==> config.mk <==
export PLATFORM = sky130hd
export DESIGN_NAME = pattern_source_scorer
export DESIGN_NICKNAME = d
export VERILOG_FILES = /design/src/rtl/pattern_source_scorer.sv
export SDC_FILE = /design/constraint.sdc
export NUM_CORES = 1
export LEC_CHECK = 0
export ABC_AREA = 1
export CAP_MARGIN = 15
export CORE_UTILIZATION = 60
export DETAILED_ROUTE_END_ITERATION = 10
export DONT_BUFFER_PORTS = 1
export PLACE_DENSITY = 0.88
export SLEW_MARGIN = 20
export SYNTH_ARGS = -nofsm -noshare
export SYNTH_HDL_FRONTEND = slang
export SYNTH_SLANG_ARGS = --single-unit
==> constraint.sdc <==
create_clock -name clk -period 4.57 [get_ports clk]
set_clock_uncertainty 0.15 [all_clocks]
set_input_delay 0 -clock clk [delete_from_list [all_inputs] [get_ports clk]]
set_output_delay 0 -clock clk [all_outputs]
set_load 0.03 [all_outputs]
==> src/rtl/pattern_source_scorer.sv <==
// pattern_source_scorer: programmable serial pattern source with prediction scoring.
// Holds up to DEPTH bits, plays them out one per clock as actual_pattern and
// counts how many cycles the predictor's pred_bit matched the played bit.
module pattern_source_scorer #(
    parameter int unsigned DEPTH = 16,
    parameter int unsigned CNT_W = 8
) (
    input  logic                       clk,
    input  logic                       reset,
    input  logic                       clear,
    input  logic                       load_en,
    input  logic                       load_bit,
    input  logic                       start,
    input  logic                       stop,
    input  logic                       loop_en,
    input  logic                       pred_bit,
    output logic                       actual_pattern,
    output logic                       valid,
    output logic                       done,
    output logic [$clog2(DEPTH+1)-1:0] len,
    output logic [CNT_W-1:0]           bit_cnt,
    output logic [CNT_W-1:0]           hit_cnt
);

    localparam int unsigned      LEN_W = $clog2(DEPTH + 1);
    localparam int unsigned      PTR_W = $clog2(DEPTH);
    localparam logic [LEN_W-1:0] FULL  = LEN_W'(DEPTH);

    typedef enum logic [1:0] {
        ST_IDLE,
        ST_PLAY,
        ST_DONE
    } state_t;

    state_t           state_q, state_d;
    logic [DEPTH-1:0] pat_q, pat_d;
    logic [LEN_W-1:0] wr_ptr_q, wr_ptr_d;
    logic [LEN_W-1:0] rd_ptr_q, rd_ptr_d;
    logic             valid_q, valid_d;
    logic             done_q, done_d;
    logic [CNT_W-1:0] bit_cnt_q, bit_cnt_d;
    logic [CNT_W-1:0] hit_cnt_q, hit_cnt_d;

    logic [PTR_W-1:0] rd_idx;
    logic [PTR_W-1:0] wr_idx;
    logic             cur_bit;
    logic             hit;
    logic             last_bit;
    logic             start_go;

    // The write pointer doubles as the stored length.
    assign rd_idx         = rd_ptr_q[PTR_W-1:0];
    assign wr_idx         = wr_ptr_q[PTR_W-1:0];
    assign cur_bit        = pat_q[rd_idx];
    assign actual_pattern = valid_q & cur_bit;
    assign hit            = (pred_bit == actual_pattern);
    assign last_bit       = (rd_ptr_q == (wr_ptr_q - LEN_W'(1)));
    assign start_go       = (state_q != ST_PLAY) && start && !stop && (wr_ptr_q != '0);

    assign valid   = valid_q;
    assign done    = done_q;
    assign len     = wr_ptr_q;
    assign bit_cnt = bit_cnt_q;
    assign hit_cnt = hit_cnt_q;

    // Next-state, store editing, playback advance and scoring.
    always_comb begin
        state_d   = state_q;
        pat_d     = pat_q;
        wr_ptr_d  = wr_ptr_q;
        rd_ptr_d  = rd_ptr_q;
        valid_d   = valid_q;
        done_d    = done_q;
        bit_cnt_d = bit_cnt_q;
        hit_cnt_d = hit_cnt_q;

        unique case (state_q)
            ST_IDLE, ST_DONE: begin
                // An accepted start takes priority over clear and load.
                if (start_go) begin
                    state_d   = ST_PLAY;
                    rd_ptr_d  = '0;
                    bit_cnt_d = '0;
                    hit_cnt_d = '0;
                    done_d    = 1'b0;
                    valid_d   = 1'b1;
                end else if (clear) begin
                    wr_ptr_d = '0;
                end else if (load_en && (wr_ptr_q != FULL)) begin
                    pat_d[wr_idx] = load_bit;
                    wr_ptr_d      = wr_ptr_q + LEN_W'(1);
                end
            end

            ST_PLAY: begin
                if (stop) begin
                    // Abort: the bit on the wire this cycle is not scored.
                    state_d = ST_IDLE;
                    valid_d = 1'b0;
                end else begin
                    if (bit_cnt_q != '1) begin
                        bit_cnt_d = bit_cnt_q + CNT_W'(1);
                    end
                    if (hit && (hit_cnt_q != '1)) begin
                        hit_cnt_d = hit_cnt_q + CNT_W'(1);
                    end
                    if (!last_bit) begin
                        rd_ptr_d = rd_ptr_q + LEN_W'(1);
                    end else if (loop_en) begin
                        rd_ptr_d = '0;
                    end else begin
                        state_d = ST_DONE;
                        valid_d = 1'b0;
                        done_d  = 1'b1;
                    end
                end
            end

            default: begin
                state_d = ST_IDLE;
                valid_d = 1'b0;
            end
        endcase
    end

    // State, store, pointer and counter registers with asynchronous reset.
    always_ff @(posedge clk or posedge reset) begin
        if (reset) begin
            state_q   <= ST_IDLE;
            pat_q     <= '0;
            wr_ptr_q  <= '0;
            rd_ptr_q  <= '0;
            valid_q   <= 1'b0;
            done_q    <= 1'b0;
            bit_cnt_q <= '0;
            hit_cnt_q <= '0;
        end else begin
            state_q   <= state_d;
            pat_q     <= pat_d;
            wr_ptr_q  <= wr_ptr_d;
            rd_ptr_q  <= rd_ptr_d;
            valid_q   <= valid_d;
            done_q    <= done_d;
            bit_cnt_q <= bit_cnt_d;
            hit_cnt_q <= hit_cnt_d;
        end
    end

    // Hits can never outrun scored bits, and valid tracks the PLAY state.
    a_hit_le_bit : assert property (@(posedge clk) disable iff (reset) hit_cnt_q <= bit_cnt_q);
    a_valid_play : assert property (@(posedge clk) disable iff (reset) valid_q == (state_q == ST_PLAY));

endmodule

==> reports/results.ini <==
[logic_synthesis]
synthTopCellsByArea=dfrtp_1 42%, nand2_1 14%, nand3_1 7.8%, inv_1 7.0%, ha_1 3.6%
post-synth-top-count-cell=nand2_1
yosysSeqAreaShare_pct=41.8
async_reset_ff_share_pct=100
synth.cell_area_um2=2750
ys_top_cells_by_count=105 x nand2_1, 51 x inv_1, 46 x dfrtp_1
synth_top_area_share_pct=41.8
synth_edf_count=0
synth_area_leader_cell=dfrtp_1
ys_ff_latch=46
synth_area_per_cell_um2=7.42
yosys_warnings=0
netlist_instances=371
ys.flop_type=dfrtp_1
synth_cell_types=35
syn_nets=388

[power]
power_frac_comb_pct=37.8
ir_drop_mv=0.437
p_int_w=0.000818
power_density_nw_per_um2=511
sw_frac_of_total_pct=46.3
leakagePower_nw=1.49
clock_power_share_pct=20.0
power.switching_w=0.000706
seqPwrFrac_pct=42.2

[run_status]
status=completed

[sta]
worst_slew_pin_slew_ns=0.778
slew_violations=0
setup_tns_ns=0
setup_viol=0
finalHoldViolCount=0
post-route-min-period_ns=3.51
period_share_pct=76.9
relSlewSlack_pct=48.0
fmax_mhz=285
rsz0062_at_grt=false

[critical_path]
cp-end-kind=flop
r2r-end=state_q[1]
r2r_start=len[0]
critPathBufInv=4
reg2reg_depth=13
crit_path_frequent_cell=nand2_1
critPathLaunchType=flop
cp.arrival_ns=3.60
cp.required_ns=4.66
crit_fanout=7
slowest_delay_ns=0.63
crit_path_cell_trace=inv_1, ha_1, nand2_1, inv_1, nor3_1, o21ai_0, nor2_1, nand2_1, nor2_1, nand3_1, dlygate4sd3_1, nand2_1, dlygate4sd3_1
r2r_slack_ns=1.06
slowest_stage=dfrtp_1
worstSetupPathType=flop to flop
cp_top_family=buffers and inverters

[clock_tree]
cts_hold_buf=10
post_cts_buffers=0
cts.clk_slew.worst_paths_ns=0.09
numCtsBuffers=5
cts_resized=0
cts_max_level=2
cts_tree=done
cts_root_buf=clkbuf_8
clock_path_buffers=2
clkSinkCount=46
insertion_delay_ns=0.30

[floorplanning]
core_area_um2=4380
num_rows=24
pin_count=33
die_area_um2=4860
fp.dieW_um=69.7
start_util_pct=62.8
die_h_um=69.7

[detailed_routing]
num_vias=2442
via_per_inst=5.63
wl_per_cell_um=14.6
drc=0
detail_route.first_pass.iterations=6
routed_wl_mm=6.33
drt_iter0_markers=174
postRouteAntennaNets=0

[finish]
num_antenna_cells=0
final_nets=398
final_cells=434
post-route-cell-area_um2=2980
area_growth_pct=8.41
final_layout_size_suffix_gt1_share_pct=8.12

[global_routing]
first_global_vias=2429
overflow=0
grt_pass1_wl_mm=11.0
grt_max_degree=47
antenna_found_initial=0
grt_usage_pct=28.2

[placed_design]
post_dp_cell_area_um2=2770
hpwl_mm=4.21
dp_cells=416
gp_congestion=0.879
numPortBuffers=0

[min_path]
min_path_type=input port to flop
min_to=valid
min_from=start
holdPathStages=7

[job]
cap_violations=0

[worst max path at each step]
stage	start	to	slack [ns]	depth (start not counted)
finish	len[0]	state_q[1]	1.06	13
global route	len[0]	state_q[1]	0.88	13
CTS	len[0]	state_q[1]	1.12	13
global placement	len[0]	bit_cnt[7]	1.65	12
floorplan	len[0]	valid	2.24	12
detailed placement	len[0]	hit_cnt[6]	1.52	11
[layout make-up]
cell class                      count  area (µm²)
Fill cell                         329        1400
Multi-Input combinational cell    261        1340
Sequential cell                    46        1150
Inverter                           56         215
Timing Repair Buffer               11         108
Clock buffer                        6        72.6
Tap cell                           52        65.1
Clock inverter                      2        37.5
[kinds of logic (layout without fill, tap and decap cells)]
group                      Yosys count  after routing  share of synthesized area (%)
and+or+nand+nor                    198            198                           33.0
xor gates and xnor gates            10             10                           3.18
buffers and inverters               64             75                           9.68
DFF                                 46             46                           41.8
AOI/OAI and AO/OA                   45             45                           8.64
adders and majority gates            8              8                           3.64
[flip-flops by register name, summed over array words and instances (netlist names)]
register  cells
pat_q        16
bit_cnt       8
hit_cnt       8
len           5
rd_ptr_q      5
state_q       2
done          1
valid         1
[worst reg2reg max path, stage by stage (launching register included)]
cell,delay (ns)
dfrtp_1,0.63
inv_1,0.19
ha_1,0.39
nand2_1,0.09
inv_1,0.04
nor3_1,0.15
o21ai_0,0.10
nor2_1,0.14
nand2_1,0.13
nor2_1,0.16
nand3_1,0.08
dlygate4sd3_1,0.58
nand2_1,0.09
dlygate4sd3_1,0.55
[cell usage in the layout (no fill, tap or decap), types with 3 or more instances in the layout]
cell and n:
inv_1 50, clkbuf_8 5, nand2_2 3, dlygate4sd3_1 10
nor3_1 8, nor2_1 19, o21ai_1 11, xnor2_1 5
nand3_1 43, nand2_1 105, nor2_2 4, a21oi_1 13
ha_1 8, nor2_4 5, dfrtp_1 46, o21ai_0 16
xor2_1 5
[stage by stage]
step           hold slack, ns  utilization [%]  worst slack, ns  power, W
2_1_floorplan          0.0244                -             2.24   0.00107
3_5_place_dp          -0.0769             63.3             1.52   0.00119
3_3_place_gp          -0.0860             63.3             1.65   0.00116
6_report               0.0485             68.1             1.06   0.00152
4_1_cts                0.0274             68.1             1.12   0.00151
5_1_grt                 0.136             68.1            0.884   0.00162
[power by group through the flow]
stage | Clock, W | Sequential, W | Combinational [W]
4_1_cts | 0.000306 | 0.000641 | 0.000561
2_1_floorplan | 0 | 0.000609 | 0.000458
5_1_grt | 0.000320 | 0.000652 | 0.000648
6_report | 0.000304 | 0.000643 | 0.000576
3_5_place_dp | 0 | 0.000649 | 0.000540
3_3_place_gp | 0 | 0.000646 | 0.000517
[routing by layer]
| layer | routed length (µm) | GRT usage (%) | vias up |
|---|---|---|---|
| li1 | - | - | 1201 |
| met1 | 2650 | 36.9 | 1123 |
| met2 | 3100 | 46.9 | 101 |
| met3 | 424 | 5.23 | 17 |
| met4 | 146 | 10.4 | 0 |
| met5 | 0 | 0 | - |
Note: power is estimated with default switching activity, not from simulation.
